<file path="src/rtl/pe_seq_pkg.sv">
// Shared types and widths for the PE sequencer: FSM state encoding and operand/sum widths.
package pe_seq_pkg;

  localparam int unsigned W_OP  = 8;
  localparam int unsigned W_SUM = 24;

  typedef enum logic [1:0] {
    StIdle,
    StRun,
    StDrain,
    StDone
  } pe_seq_state_e;

endpackage

</file>
<file path="src/rtl/pe_seq_ctrl_if.sv">
// Command, operand-stream and result handshakes of the PE sequencer.
interface pe_seq_ctrl_if #(
  parameter int unsigned LEN_W = 8
);
  import pe_seq_pkg::*;

  logic                cmd_valid;
  logic                cmd_ready;
  logic [LEN_W-1:0]    cmd_len;
  logic [W_SUM-1:0]    cmd_bias;

  logic                in_valid;
  logic                in_ready;
  logic [W_OP-1:0]     in_weight;
  logic [W_OP-1:0]     in_act;

  logic                res_valid;
  logic                res_ready;
  logic [W_SUM-1:0]    res_sum;

  modport master (
    output cmd_valid, cmd_len, cmd_bias, in_valid, in_weight, in_act, res_ready,
    input  cmd_ready, in_ready, res_valid, res_sum
  );

  modport slave (
    input  cmd_valid, cmd_len, cmd_bias, in_valid, in_weight, in_act, res_ready,
    output cmd_ready, in_ready, res_valid, res_sum
  );

endinterface

</file>
<file path="src/rtl/pe_seq_cnt.sv">
// Remaining-beat counter: load on command accept, decrement per beat, flag when empty.
module pe_seq_cnt #(
  parameter int unsigned Width = 8
) (
  input  logic             clock,
  input  logic             reset,
  input  logic             load,
  input  logic [Width-1:0] load_val,
  input  logic             dec,
  output logic [Width-1:0] count,
  output logic             zero
);

  logic [Width-1:0] count_q, count_d;

  always_comb begin
    count_d = count_q;
    if (load) begin
      count_d = load_val;
    end else if (dec && (count_q != '0)) begin
      count_d = count_q - Width'(1);
    end
  end

  always_ff @(posedge clock or negedge reset) begin
    if (!reset) begin
      count_q <= '0;
    end else begin
      count_q <= count_d;
    end
  end

  assign count = count_q;
  assign zero  = (count_q == '0);

endmodule

</file>
<file path="src/rtl/pe_seq_ctrl.sv">
// Sequences one dot-product job through an external registered PE.
// Optional stall counter enabled by defining PE_SEQ_STALL_CNT_EN.
module pe_seq_ctrl
  import pe_seq_pkg::*;
#(
  parameter int unsigned LEN_W = 8
) (
  input  logic               clock,
  input  logic               reset,
  pe_seq_ctrl_if.slave       bus,
  output logic [W_OP-1:0]    pe_weight,
  output logic [W_OP-1:0]    pe_activation,
  output logic [W_SUM-1:0]   pe_sum,
  input  logic [W_SUM-1:0]   pe_o_sum,
  output logic               busy
`ifdef PE_SEQ_STALL_CNT_EN
  ,
  output logic [15:0]        stall_cnt
`endif
);

  pe_seq_state_e    state_q, state_d;
  logic [W_SUM-1:0] bias_q, bias_d;
  logic [W_SUM-1:0] res_sum_q, res_sum_d;
  logic             first_q, first_d;
  logic             cmd_accept;
  logic             cnt_dec;
  logic             cnt_zero;
  logic [LEN_W-1:0] cnt;

  pe_seq_cnt #(
    .Width (LEN_W)
  ) u_cnt (
    .clock    (clock),
    .reset    (reset),
    .load     (cmd_accept),
    .load_val (bus.cmd_len),
    .dec      (cnt_dec),
    .count    (cnt),
    .zero     (cnt_zero)
  );

  // cmd_ready is gated by reset so it reads 0 while reset is held.
  assign bus.cmd_ready = (state_q == StIdle) && reset;
  assign cmd_accept    = bus.cmd_valid && bus.cmd_ready;
  assign bus.res_sum   = res_sum_q;

  always_comb begin
    state_d       = state_q;
    bias_d        = bias_q;
    res_sum_d     = res_sum_q;
    first_d       = first_q;
    cnt_dec       = 1'b0;
    bus.in_ready  = 1'b0;
    bus.res_valid = 1'b0;
    pe_weight     = '0;
    pe_activation = '0;
    pe_sum        = '0;
    busy          = 1'b1;
    unique case (state_q)
      StIdle: begin
        busy = 1'b0;
        if (cmd_accept) begin
          bias_d  = bus.cmd_bias;
          first_d = 1'b1;
          state_d = (bus.cmd_len == '0) ? StDrain : StRun;
        end
      end
      StRun: begin
        bus.in_ready = !cnt_zero;
        // Bubbles feed zero operands so the PE recirculates the partial sum.
        pe_sum = first_q ? bias_q : pe_o_sum;
        if (bus.in_valid && bus.in_ready) begin
          pe_weight     = bus.in_weight;
          pe_activation = bus.in_act;
          first_d       = 1'b0;
          cnt_dec       = 1'b1;
          if (cnt == LEN_W'(1)) begin
            state_d = StDrain;
          end
        end
      end
      StDrain: begin
        // first_q still set here only for an empty job.
        res_sum_d = first_q ? bias_q : pe_o_sum;
        state_d   = StDone;
      end
      StDone: begin
        bus.res_valid = 1'b1;
        if (bus.res_ready) begin
          state_d = StIdle;
        end
      end
      default: state_d = StIdle;
    endcase
  end

  always_ff @(posedge clock or negedge reset) begin
    if (!reset) begin
      state_q   <= StIdle;
      bias_q    <= '0;
      res_sum_q <= '0;
      first_q   <= 1'b0;
    end else begin
      state_q   <= state_d;
      bias_q    <= bias_d;
      res_sum_q <= res_sum_d;
      first_q   <= first_d;
    end
  end

`ifdef PE_SEQ_STALL_CNT_EN
  logic [15:0] stall_q;

  always_ff @(posedge clock or negedge reset) begin
    if (!reset) begin
      stall_q <= '0;
    end else if (cmd_accept) begin
      stall_q <= '0;
    end else if ((state_q == StRun) && !bus.in_valid && (stall_q != 16'hFFFF)) begin
      stall_q <= stall_q + 16'd1;
    end
  end

  assign stall_cnt = stall_q;
`endif

endmodule

</file>
<file path="src/flat_wrapper.sv">
// flat-port wrapper written by rule: the top's interface ports become plain ports
module pe_seq_ctrl_flat import pe_seq_pkg::*;
#(
  parameter int unsigned LEN_W = 8
)
  (clock, reset, pe_weight, pe_activation, pe_sum, pe_o_sum, busy, bus_cmd_valid, bus_cmd_len, bus_cmd_bias, bus_in_valid, bus_in_weight, bus_in_act, bus_res_ready, bus_cmd_ready, bus_in_ready, bus_res_valid, bus_res_sum);
  pe_seq_ctrl_if #(.LEN_W(LEN_W)) bus_i ();
  input  logic clock;
  input  logic reset;
  output logic [W_OP-1:0] pe_weight;
  output logic [W_OP-1:0] pe_activation;
  output logic [W_SUM-1:0] pe_sum;
  input  logic [W_SUM-1:0] pe_o_sum;
  output logic busy;
  input wire logic [$bits(bus_i.cmd_valid)-1:0] bus_cmd_valid;
  input wire logic [$bits(bus_i.cmd_len)-1:0] bus_cmd_len;
  input wire logic [$bits(bus_i.cmd_bias)-1:0] bus_cmd_bias;
  input wire logic [$bits(bus_i.in_valid)-1:0] bus_in_valid;
  input wire logic [$bits(bus_i.in_weight)-1:0] bus_in_weight;
  input wire logic [$bits(bus_i.in_act)-1:0] bus_in_act;
  input wire logic [$bits(bus_i.res_ready)-1:0] bus_res_ready;
  output wire logic [$bits(bus_i.cmd_ready)-1:0] bus_cmd_ready;
  output wire logic [$bits(bus_i.in_ready)-1:0] bus_in_ready;
  output wire logic [$bits(bus_i.res_valid)-1:0] bus_res_valid;
  output wire logic [$bits(bus_i.res_sum)-1:0] bus_res_sum;
  assign bus_i.cmd_valid = bus_cmd_valid;
  assign bus_i.cmd_len = bus_cmd_len;
  assign bus_i.cmd_bias = bus_cmd_bias;
  assign bus_i.in_valid = bus_in_valid;
  assign bus_i.in_weight = bus_in_weight;
  assign bus_i.in_act = bus_in_act;
  assign bus_i.res_ready = bus_res_ready;
  assign bus_cmd_ready = bus_i.cmd_ready;
  assign bus_in_ready = bus_i.in_ready;
  assign bus_res_valid = bus_i.res_valid;
  assign bus_res_sum = bus_i.res_sum;
  pe_seq_ctrl #(.LEN_W(LEN_W)) u_core (.clock(clock), .reset(reset), .bus(bus_i), .pe_weight(pe_weight), .pe_activation(pe_activation), .pe_sum(pe_sum), .pe_o_sum(pe_o_sum), .busy(busy));
endmodule
</file>
<file path="config.mk">
export PLATFORM = sky130hd
export DESIGN_NAME = pe_seq_ctrl_flat
export DESIGN_NICKNAME = d
export VERILOG_FILES = /design/src/rtl/pe_seq_pkg.sv /design/src/rtl/pe_seq_ctrl_if.sv /design/src/rtl/pe_seq_cnt.sv /design/src/rtl/pe_seq_ctrl.sv /design/src/flat_wrapper.sv
export SDC_FILE = /design/constraint.sdc
export NUM_CORES = 1
export LEC_CHECK = 0
export CORE_MARGIN = 2
export CORE_UTILIZATION = 41
export DETAILED_ROUTE_END_ITERATION = 8
export HOLD_SLACK_MARGIN = 0.02
export PLACE_DENSITY_LB_ADDON = 0.08
export SYNTH_ARGS = -nofsm -noshare
export SYNTH_HDL_FRONTEND = slang
export SYNTH_SLANG_ARGS = --single-unit
export TNS_END_PERCENT = 5
</file>
<file path="constraint.sdc">
create_clock -name clock -period 2.7 [get_ports clock]
set_clock_uncertainty 0.15 [all_clocks]
set_input_delay 0.54 -clock clock [delete_from_list [all_inputs] [get_ports clock]]
set_output_delay 0.54 -clock clock [all_outputs]
set_load 0.02 [all_outputs]
</file>
Yosys cells after proc, flatten, opt, wreduce, memory -nomap -nowiden. Index checks and enable logic that the tools add are counted.

Bits in registers: 59. Output and inout port bits: 68.

Add/subtract/negate cells: 1. Equality and inequality tests: 8. Muxes and demuxes: 22. Reductions and logical operators: 14.

Operators with widths (count): two-way mux 24 bit (2); two-way mux 8 bit (6); zero test 8 bit (2); two-way mux 2 bit (5); equality test 8 x 1 -> 1 bit (second input constant) (1); one-hot mux 2 bit (4 select lines) (1); nonzero test 8 bit (1); subtractor 8 x 1 -> 8 bit (second input constant) (1); two-way mux 1 bit (7); != test 2 x 1 -> 1 bit (second input constant) (3); equality test 2 bit (second input constant) (2); logical AND 1 bit (4); AND reduction 4 bit (1); nonzero test 2 bit (2); AND reduction 3 bit (1); equality test 2 x 1 -> 1 bit (second input constant) (1); zero test 2 bit (1); != test 2 bit (second input constant) (1); one-hot mux 1 bit (2 select lines) (1); AND reduction 2 bit (1); zero test 1 bit (1).

Longest topological paths before layout.
Word-level depth: 8. Mapped depth: 7.

By module. Synthesis repeated with hierarchy kept, for this count alone.

Cell total of the unflattened synthesis: 290. Area, all modules: 3060.4 um^2.

By module, submodules not included: pe_seq_ctrl (instances 1, cells each 232, area each 2532.4 um^2, sequential area each 1276.2 um^2); pe_seq_cnt (instances 1, cells each 58, area each 528.0 um^2, sequential area each 200.2 um^2).

Least setup slack after synthesis. OpenSTA, ideal clock, no wires.

Path type: reg-to-output. From: register u_core.u_cnt.count_q[0] (netlist: u_core.u_cnt.count[0]). To: output pe_activation[0]. Data arrival time: 1802 ps. Setup slack: 208 ps. Stages on the path, launching flop included: 7. Buffers on the path: 1. Cell sequence: dfrtp_1 inv_1 ha_1 nor3b_1 a21oi_1 clkbuf_1 and2_2.

Word-level cells in the longest chain between the ends: 5.

RTL lines: start, declared (line pe_seq_cnt.sv:14) `logic [Width-1:0] count_q, count_d;`; start signal, assigned (line pe_seq_cnt.sv:29) `count_q <= count_d;`; zero test 8 bit (line pe_seq_cnt.sv:34) `assign zero = (count_q == '0);`; zero test 1 bit (line pe_seq_ctrl.sv:70) `bus.in_ready = !cnt_zero;`; logical AND 1 bit (line pe_seq_ctrl.sv:73) `if (bus.in_valid && bus.in_ready) begin`; two-way mux 8 bit (line pe_seq_ctrl.sv:73); two-way mux 8 bit (line pe_seq_ctrl.sv:60) `unique case (state_q)`; end, declared (line flat_wrapper.sv:11) `output logic [W_OP-1:0] pe_activation;`.

Every way passes these cells.

Worst setup path in the final report.
From: input bus_in_valid. To: output pe_weight[2].

Word-level cells in the longest chain between the ends: 3.

RTL lines: start, declared (line flat_wrapper.sv:18) `input wire logic [$bits(bus_i.in_valid)-1:0] bus_in_valid;`; logical AND 1 bit (line pe_seq_ctrl.sv:73); two-way mux 8 bit (line pe_seq_ctrl.sv:73); two-way mux 8 bit (line pe_seq_ctrl.sv:60); end, declared (line flat_wrapper.sv:10) `output logic [W_OP-1:0] pe_weight;`.

Every way passes these cells.

==> reports/metrics.yaml <==
crit-reg2reg-launch: "u_core.u_cnt.count[4]"
io_pins: 145
proportion_of_synthesized_chip_area_in_sequential_cells_pct: 48.3
worst_r2r_path_depth: 5
synth.lib_cells_used.distinct: 34
critPathCaptureType: "output port"
post_synth_instance_area_mm2: 0.00306
critical_path_arrival_ns: 1.92
initial_utilization_pct: 42.2
setup-violations-final: 0
filler_cell_count: 620
yosysTopAreaCell: "dfrtp_1"
std_cell_rows: 31
clk_pin_slew_worst_paths_ns: 0.07
tritoncts.num_buffers: 9
critical_path_peak_fanout: 9
via_per_inst: 4.81
status: "completed"
maxClockFrequency_mhz: 383
clock_power_share_pct: 16.0
slew_viol_final: 0
floorplan.die_area_mm2: 0.00817
worstPathCellList: "clkdlybuf4s50_1 > nand2_1 > a21oi_2 > buf_4 > and2_2 > clkdlybuf4s15_2"
insertion_delay_ns: 0.34
grt_pass1_vias: 2944
power.switching_mw: 2.16
power_report.internal_total_mw: 3.13
postSynth.topFlopCell: "dfrtp_1"
clock_tree_from_tritoncts: "yes"
worstPathRequired_ns: 2.01
worst_hold_slack_ns: 0.125
core_region_area_mm2: 0.00725
top_usage_layer: "met2"
grt_first_pass_wirelength_mm: 14.5
multiInputGateArea_mm2: 0.00153
globalRoute.totalOverflow: 0
drt_pass1_iterations: 4
syn-instance-count: 336
nets: 577
cts_root_buffer: "clkbuf_8"
critPathLaunchType: "input port"
critical-path-slowest-cell: "clkdlybuf4s50_1"
power_density_mw_per_mm2: 1070
dpl.hpwl_mm: 6.38
worstSetupStartpoint: "bus_in_valid"
grt_start_max_net_pins: 34
floorplan.die.width_um: 90.4
layout_worst_path_cycle_share_pct: 96.6
preCtsSetupSlack_ns: -0.282
area.growth.synth_to_final_pct: 61.0
worstHoldPathType: "in2async"
post-synth-top-count-cell: "nand2_1"
met2_usage_pct: 36.3
cp_num_buf_inv: 3
worstSetupEndpoint: "pe_weight[2]"
power.static_leakage_nw: 2.27
worstSetupPathDepth: 6
post-route-worst-setup-slack_ns: 0.0911
antenna_cells_inserted: 0
wl_per_cell_um: 14.6
cts-htree-levels: 3
flop_and_latch_count_out_of_synthesis: 59
rr_endpoint: "u_core.state_q[1]"
cts.path.max_buffers: 2
globalRouteMet3Util_pct: 4.84
drive_above_1_share_pct: 16.1
max-cap-violations: 0
ant_nets: 0
port-buffer-count: 144
postRouteWirelength_mm: 8.72
netSwitchingFraction_pct: 40.8
clock_period_minus_final_worst_setup_slack_ns: 2.61
combPwrFrac_pct: 53.6
yosysWarningCount: 0
drt_drc_violations_left: 0
synth_edf_count: 0
synth-async-reset-ratio_pct: 100
clock-sinks: 59
critPathTopFamily: "buffers and inverters"
timing_worst_slew_pin_value_ns: 0.595
synth_fp_nets: 420
detail_route.iter0.violations: 109
synth.area.top_cells: "dfrtp_1 (48%), nand2_1 (9.7%), mux2i_1 (8.5%)"
chipHeight_um: 90.4
timing.critical_path.slowest_cell_delay_ns: 0.52
reg2reg_slack_ns: 0.61
yosysTopAreaCellShare_pct: 48.3
route.vias.total: 2872
yosys-top-cells-count: "nand2_1 (79), dfrtp_1 (59), a21oi_1 (29)"
layout.area.seq_mm2: 0.00148
post_synth.cell_area_avg_um2: 9.10
gp_congestion: 0.844
timing.max_slew.rel_slack_pct: 59.3
timing.setup.critical_path_class: "in2out"
timing_hold_violations_final: 0
sequentialPowerShare_pct: 30.4
grtUsageMet1_pct: 28.2
worst_ir_drop_vdd_uv: 580
gr-usage-all-layers_pct: 22.1
grt_antenna_before_repair: 0
-- layout by cell type, fill, tap and decap left out, drive strengths merged, types with 2 or more instances in the layout --
cell type,instances
dlygate4sd2,25
ha,7
nor3b,2
a21oi,29
clkdlybuf4s15,11
nand3,5
nor2,27
nor4,2
nand2,79
xnor2,5
nor2b,24
dfrtp,59
clkdlybuf4s50,102
mux2i,26
clkinv,2
buf,21
clkbuf,17
and3,2
a2111oi,2
inv,7
and2,19
nor3,2
o21ai,7
-- layout make-up --
class,instances,area share (%)
Sequential cell,59,30.0
Clock inverter,4,0.965
Inverter,7,0.533
Clock buffer,12,3.35
Tap cell,99,2.51
Timing Repair Buffer,165,31.7
Multi-Input combinational cell,251,31.0
-- timing repair --
action,in CTS,in global routing
setup buffers,0,1
resized for setup,75,11
hold buffers,1,0
gates cloned,0,1
endpoints found under the setup margin,41,16
hold endpoints to repair,4,0
-- power by group through the flow --
stage / logic (mW) / registers [mW] / clock network (mW)
global placement: 2.86 / 1.58 / 0
detailed placement: 2.91 / 1.59 / 0
global route: 3.11 / 1.66 / 0.894
CTS: 2.84 / 1.60 / 0.865
finish: 2.83 / 1.61 / 0.848
floorplan: 1.47 / 1.76 / 0
-- worst min path at each step --
stage	endpoint	slack, ns	cells past startpoint
floorplan	u_core.bias_q[0]	0.09	0
global placement	u_core.u_cnt.count[0]	0.25	1
detailed placement	u_core.u_cnt.count[0]	0.25	1
CTS	u_core.bus.res_sum[1]	0.13	2
global route	u_core.bus.res_sum[1]	0.16	2
finish	u_core.bus.res_sum[0]	0.13	2
-- worst reg2reg max path, cell delays in order (launching register included) --
cell and delay (ns):
dfrtp_1 0.45, nor4_4 0.37, buf_4 0.22, nand3_1 0.10, a221oi_2 0.32, mux2_2 0.37
-- state kept, by name, summed over array words and instances (netlist names) --
name and count:
u_core.first_q 1, u_core.bias_q 24, u_core.bus.res_sum 24, u_core.state_q 2, u_core.u_cnt.count 8
-- routing by layer --
metal | vias up | wire length (µm)
met2 | 81 | 4280
met1 | 1356 | 3880
met4 | 0 | 147
met3 | 13 | 418
met5 | - | 0
li1 | 1422 | -
-- stage by stage --
stage                     util [%]  power [mW]  cell area, µm²  TNS, ns  instances
after floorplan                  -        3.23            3060        0        336
after global placement        64.6        4.44            4680    -3.26        578
after detailed placement      64.6        4.51            4680    -4.39        578
after CTS                     67.9        5.31            4920        0        595
after global routing          67.9        5.66            4930  -0.0307        597
final                         67.9        5.29            4930        0        597
-- kinds of logic after synthesis --
logic type / after synthesis / share of synthesized area (%)
simple gates: 168 / 27.0
flops: 59 / 48.3
compound gates: 44 / 8.26
mux: 27 / 8.88
buf+inv: 26 / 3.27
fa+ha+maj: 7 / 2.86
xor+xnor: 5 / 1.43
(Power assumes the default switching activity.)
